**src/rtl/seg7_scan_driver.sv**
```systemverilog
// rtl/seg7_scan_driver.sv - multiplexed seven-segment scanner with frame-synchronous code updates
// Optional SEG_BLINK_EN adds the blink_mask port and a frame-based blink phase.
module seg7_scan_driver #(
    parameter int NUM_DIGITS   = 4,
    parameter int SCAN_DIV     = 50000,
    parameter int BLANK_CYC    = 8,
    parameter int BLINK_FRAMES = 64
) (
    input  logic                    clk,
    input  logic                    rst,
    input  logic [NUM_DIGITS*7-1:0] seg_in,
    input  logic                    load,
    input  logic [NUM_DIGITS-1:0]   dig_en,
`ifdef SEG_BLINK_EN
    input  logic [NUM_DIGITS-1:0]   blink_mask,
`endif
    output logic [6:0]              seg_out,
    output logic [NUM_DIGITS-1:0]   an_out,
    output logic                    frame_done
);

    localparam int PW = (SCAN_DIV > 1) ? $clog2(SCAN_DIV) : 1;
    localparam int IW = (NUM_DIGITS > 1) ? $clog2(NUM_DIGITS) : 1;
    localparam logic [PW-1:0] PRESC_LAST  = PW'(SCAN_DIV - 1);
    localparam logic [PW-1:0] PRESC_BLANK = PW'(BLANK_CYC);
    localparam logic [IW-1:0] IDX_LAST    = IW'(NUM_DIGITS - 1);

    // Unsupported parameter sets fail elaboration on the missing module.
    if (NUM_DIGITS < 1 || NUM_DIGITS > 8 || BLANK_CYC < 0 || SCAN_DIV <= BLANK_CYC ||
        BLINK_FRAMES < 1) begin : g_param_err
        seg7_scan_driver_illegal_parameters u_err ();
    end

    logic [PW-1:0]           presc;
    logic [IW-1:0]           idx;
    logic [NUM_DIGITS*7-1:0] shadow;
    logic [NUM_DIGITS*7-1:0] active;
    logic                    pending;
    logic                    tick;
    logic                    wrap;
    logic [6:0]              cur_code;
    logic                    cur_en;
    logic [NUM_DIGITS-1:0]   an_sel;
    logic                    blink_off;
    logic                    blank;

    assign tick = (presc == PRESC_LAST);
    assign wrap = tick && (idx == IDX_LAST);

    always_comb begin
        cur_code = 7'h7F;
        cur_en   = 1'b0;
        an_sel   = '1;
        for (int i = 0; i < NUM_DIGITS; i++) begin
            if (idx == IW'(i)) begin
                cur_code  = active[7*i +: 7];
                cur_en    = dig_en[i];
                an_sel[i] = 1'b0;
            end
        end
    end

`ifdef SEG_BLINK_EN
    localparam int BW = (BLINK_FRAMES > 1) ? $clog2(BLINK_FRAMES) : 1;
    localparam logic [BW-1:0] BLINK_LAST = BW'(BLINK_FRAMES - 1);

    logic [BW-1:0] blink_cnt;
    logic          blink_on;
    logic          cur_blink;

    always_ff @(posedge clk) begin
        if (rst) begin
            blink_cnt <= '0;
            blink_on  <= 1'b1;
        end else if (wrap) begin
            if (blink_cnt == BLINK_LAST) begin
                blink_cnt <= '0;
                blink_on  <= ~blink_on;
            end else begin
                blink_cnt <= blink_cnt + 1'b1;
            end
        end
    end

    always_comb begin
        cur_blink = 1'b0;
        for (int i = 0; i < NUM_DIGITS; i++) begin
            if (idx == IW'(i)) begin
                cur_blink = blink_mask[i];
            end
        end
    end

    assign blink_off = !blink_on && cur_blink;
`else
    assign blink_off = 1'b0;
`endif

    assign blank = (presc < PRESC_BLANK) || !cur_en || blink_off;

    always_ff @(posedge clk) begin
        if (rst) begin
            presc      <= '0;
            idx        <= '0;
            shadow     <= '1;
            active     <= '1;
            pending    <= 1'b0;
            seg_out    <= 7'h7F;
            an_out     <= '1;
            frame_done <= 1'b0;
        end else begin
            presc      <= tick ? '0 : presc + 1'b1;
            frame_done <= wrap;
            if (tick) begin
                idx <= (idx == IDX_LAST) ? '0 : idx + 1'b1;
            end
            if (load) begin
                shadow <= seg_in;
            end
            // A load coinciding with the wrap bypasses the shadow so the new frame shows it.
            if (wrap) begin
                if (load) begin
                    active <= seg_in;
                end else if (pending) begin
                    active <= shadow;
                end
                pending <= 1'b0;
            end else if (load) begin
                pending <= 1'b1;
            end
            seg_out <= blank ? 7'h7F : cur_code;
            an_out  <= blank ? '1 : an_sel;
        end
    end

endmodule

```
**config.mk**
```make
export PLATFORM = sky130hd
export DESIGN_NAME = seg7_scan_driver
export DESIGN_NICKNAME = d
export VERILOG_FILES = /design/src/rtl/seg7_scan_driver.sv
export SDC_FILE = /design/constraint.sdc
export NUM_CORES = 1
export LEC_CHECK = 0
export ABC_CLOCK_PERIOD_IN_PS = 4400
export BUFFER_PORTS_ARGS = -buffer_cell sky130_fd_sc_hd__buf_2
export CAP_MARGIN = 0
export CORE_MARGIN = 2
export CORE_UTILIZATION = 45
export CTS_CLUSTER_SIZE = 8
export DETAILED_ROUTE_END_ITERATION = 8
export HOLD_SLACK_MARGIN = 0.08
export PLACE_DENSITY_LB_ADDON = 0.12
export SETUP_SLACK_MARGIN = 0.4
export SYNTH_ARGS = -nofsm -noshare
export SYNTH_HDL_FRONTEND = slang
export SYNTH_SLANG_ARGS = --single-unit
```
**constraint.sdc**
```tcl
create_clock -name clk -period 4.4 [get_ports clk]
set_input_delay 1.1 -clock clk [delete_from_list [all_inputs] [get_ports clk]]
set_output_delay 1.1 -clock clk [all_outputs]
set_load 0.005 [all_outputs]
```
==> results.txt <==
status: finished, final reports clean
final-layout fill cell count: 801
Switching Power: 316 uW
Max Slew Vio Count: 0
Die Height: 94.5 um
Post-synth EDFFs: 0
vias per inst: 5.05
Final setup viols: 0
Synth warnings: 0
io pins: 47
CTS H-tree depth: 3
Initial DRC Count: 94
dominant synthesized flop cell: dfxtp_1
Final Hold Fails: 0
Initial Util: 45.6%
data arrival time of the critical path: 2.90 ns
initial antenna violation count: 0
post-CTS setup buffers: 0
combinational power share: 5.2%
cts hold-fix bufs: 0
Sw Share: 22.2%
hold crit path type: reg2reg
Worst Tran Pin Value: 1.05 ns
DPL Wire Length: 4720 um
Syn Area/Cell: 10.3 um2
Vias: 2528
die footprint: 0.00893 mm2
nature of the critical path endpoint: register
post-cts sizing count: 0
CTS Root Buffer Type: clkbuf_8
DIE WIDTH: 94.5 um
final hold slack: 0.506 ns
Seq pwr share: 57.3%
final net count: 431
power share of the clock group: 37.4%
final worst-path cycle share: 60.5%
most frequent cells in the layout: dfxtp_1, buf_2, nor2b_1, or2_2, nor2_1
CP required: 4.64 ns
area occupied by multi-input gates: 0.00177 mm2
Internal: 1100 uW
Max-Cap Viols: 0
buffers added on ports: 46
CTS tree: done
final wirelength: 7020 um
sequential area share after synthesis: 47.2%
Reg area: 0.00174 mm2
clock buffer depth: 2
setup TNS: 0 ns
Mapped Area: 0.00369 mm2
Congestion Overflow GR: 0
relative slew slack: 30.1%
Yosys cell types: 37
Area Growth Syn to Fin: 11.9%
synthesized flop and latch total: 87
antenna-violating nets left: 0
layout cells sized above 1: 31.6%
Max VDD drop: 0.203 mV
Mapped Nets: 397
Startpoint Class: input pin
clk_lat worst skew: 0.35 ns
CTS buffer count: 9
most common cell after layout, fill and taps aside: dfxtp_1
first-pass GRT wire length: 11700 um
Total Power: 1420 uW
vias in the first global route: 2430
Routed WL per cell: 14.0 um
Syn Inst Count: 357
Leak: 0.00162 uW
clk sinks: 87
Rows: 33
# diodes: 0
PwrDens: 344 mW/mm2
RSZ-0062 raised after global routing: false
Crit Path Max Fanout: 57
RePlAce Congestion: 0.842
All-Layer GR Usage: 17.0%
post-layout instance count excluding filler cells: 501
Max Fclk: 0.375 GHz
DRC: 0
fin crit period: 2.66 ns
placed cells: 485
largest net degree at the start of global routing: 62
drt first pass iters: 4
worst setup path category: in2reg
FFs w/ async S/R, synth: 0%
Worst Skew: 0.00978 ns
core box area: 0.00809 mm2
Reg clk slew, reported paths: 0.08 ns
[worst paths after layout]
| check | from | endpoint | slack (ns) | cells after the start |
|---|---|---|---|---|
| max | load | active[4]$_SDFFE_PP1P_ | 1.74 | 5 |
| min reg2reg | presc[0]$_SDFF_PP0_ | presc[0]$_SDFF_PP0_ | 0.51 | 1 |
| max reg2reg | presc[0]$_SDFF_PP0_ | active[4]$_SDFFE_PP1P_ | 1.83 | 6 |
| min | presc[0]$_SDFF_PP0_ | presc[0]$_SDFF_PP0_ | 0.51 | 1 |
[cells by family (layout without fill, tap and decap cells)]
family | after synthesis | count (layout) | synth area share, %
DFF | 87 | 87 | 47.2
adders and majority gates | 5 | 5 | 1.70
AOI/OAI and AO/OA | 55 | 55 | 11.7
muxes | 30 | 30 | 11.1
buffers and inverters | 37 | 76 | 4.89
and+or+nand+nor | 130 | 130 | 20.2
xor gates and xnor gates | 13 | 13 | 3.09
[state kept, by name (all words and copies together) (netlist names)]
register / cells
idx: 2
pending: 1
seg_out: 7
an_out: 4
shadow: 28
frame_done: 1
presc: 16
active: 28
[synthesized netlist by cell type, types with 2 or more instances]
master	n	area share [%]
dfxtp_1	87	47
nor2b_1	36	6.1
nor2_1	29	3.0
or2_2	29	4.9
a211o_1	28	6.7
clkbuf_1	21	2.1
mux2_4	20	8.1
inv_1	11	1.1
nand2_1	10	1.0
a211oi_1	8	1.6
mux2_2	8	2.4
o21ai_0	8	1.1
xor2_1	8	1.9
a221oi_1	7	1.7
nand3_1	6	0.81
ha_1	5	1.7
xnor2_1	5	1.2
nand4_1	4	0.68
a21oi_1	2	0.27
and3_1	2	0.34
and4_1	2	0.48
buf_12	2	1.1
mux2i_1	2	0.54
nor3_1	2	0.27
nor4_1	2	0.34
or3_1	2	0.34
[final cells by class]
type	instances	area share [%]
Multi-Input combinational cell	233	42.9
Sequential cell	87	42.2
Timing Repair Buffer	49	6.12
Tap cell	105	3.18
Clock buffer	10	3.09
Clock inverter	6	1.49
Inverter	11	1.00
[power by group through the flow]
stage	Combinational [uW]	Sequential [uW]	Clock, uW
after detailed placement	75.8	833	0
after CTS	75.9	814	554
final	74.4	814	531
after global placement	74.5	832	0
after floorplan	50.8	830	0
after global routing	84.3	816	581
[routing by layer]
layer / GRT usage [%] / part of all wire, % / vias up
met3: 5.83 / 5.2 / 9
met5: 0 / 0 / -
met4: 4.95 / 1.0 / 0
met1: 22.5 / 48 / 1178
li1: - / - / 1288
met2: 26.4 / 46 / 53
[metrics by stage]
step	setup WS [ns]	util, %	instance area [um2]
2_1_floorplan	2.06	-	3690
3_3_place_gp	1.44	48.7	3940
3_5_place_dp	1.37	48.7	3940
4_1_cts	1.72	51.0	4130
5_1_grt	1.41	51.0	4130
6_report	1.74	51.0	4130
[worst max-delay path, stage by stage]
cell and delay [ns]:
buf_2 0.69, nor2_1 0.16, and3b_1 0.27, buf_4 0.29, mux2_2 0.37
No activity file was read; power rests on OpenSTA's default activity.
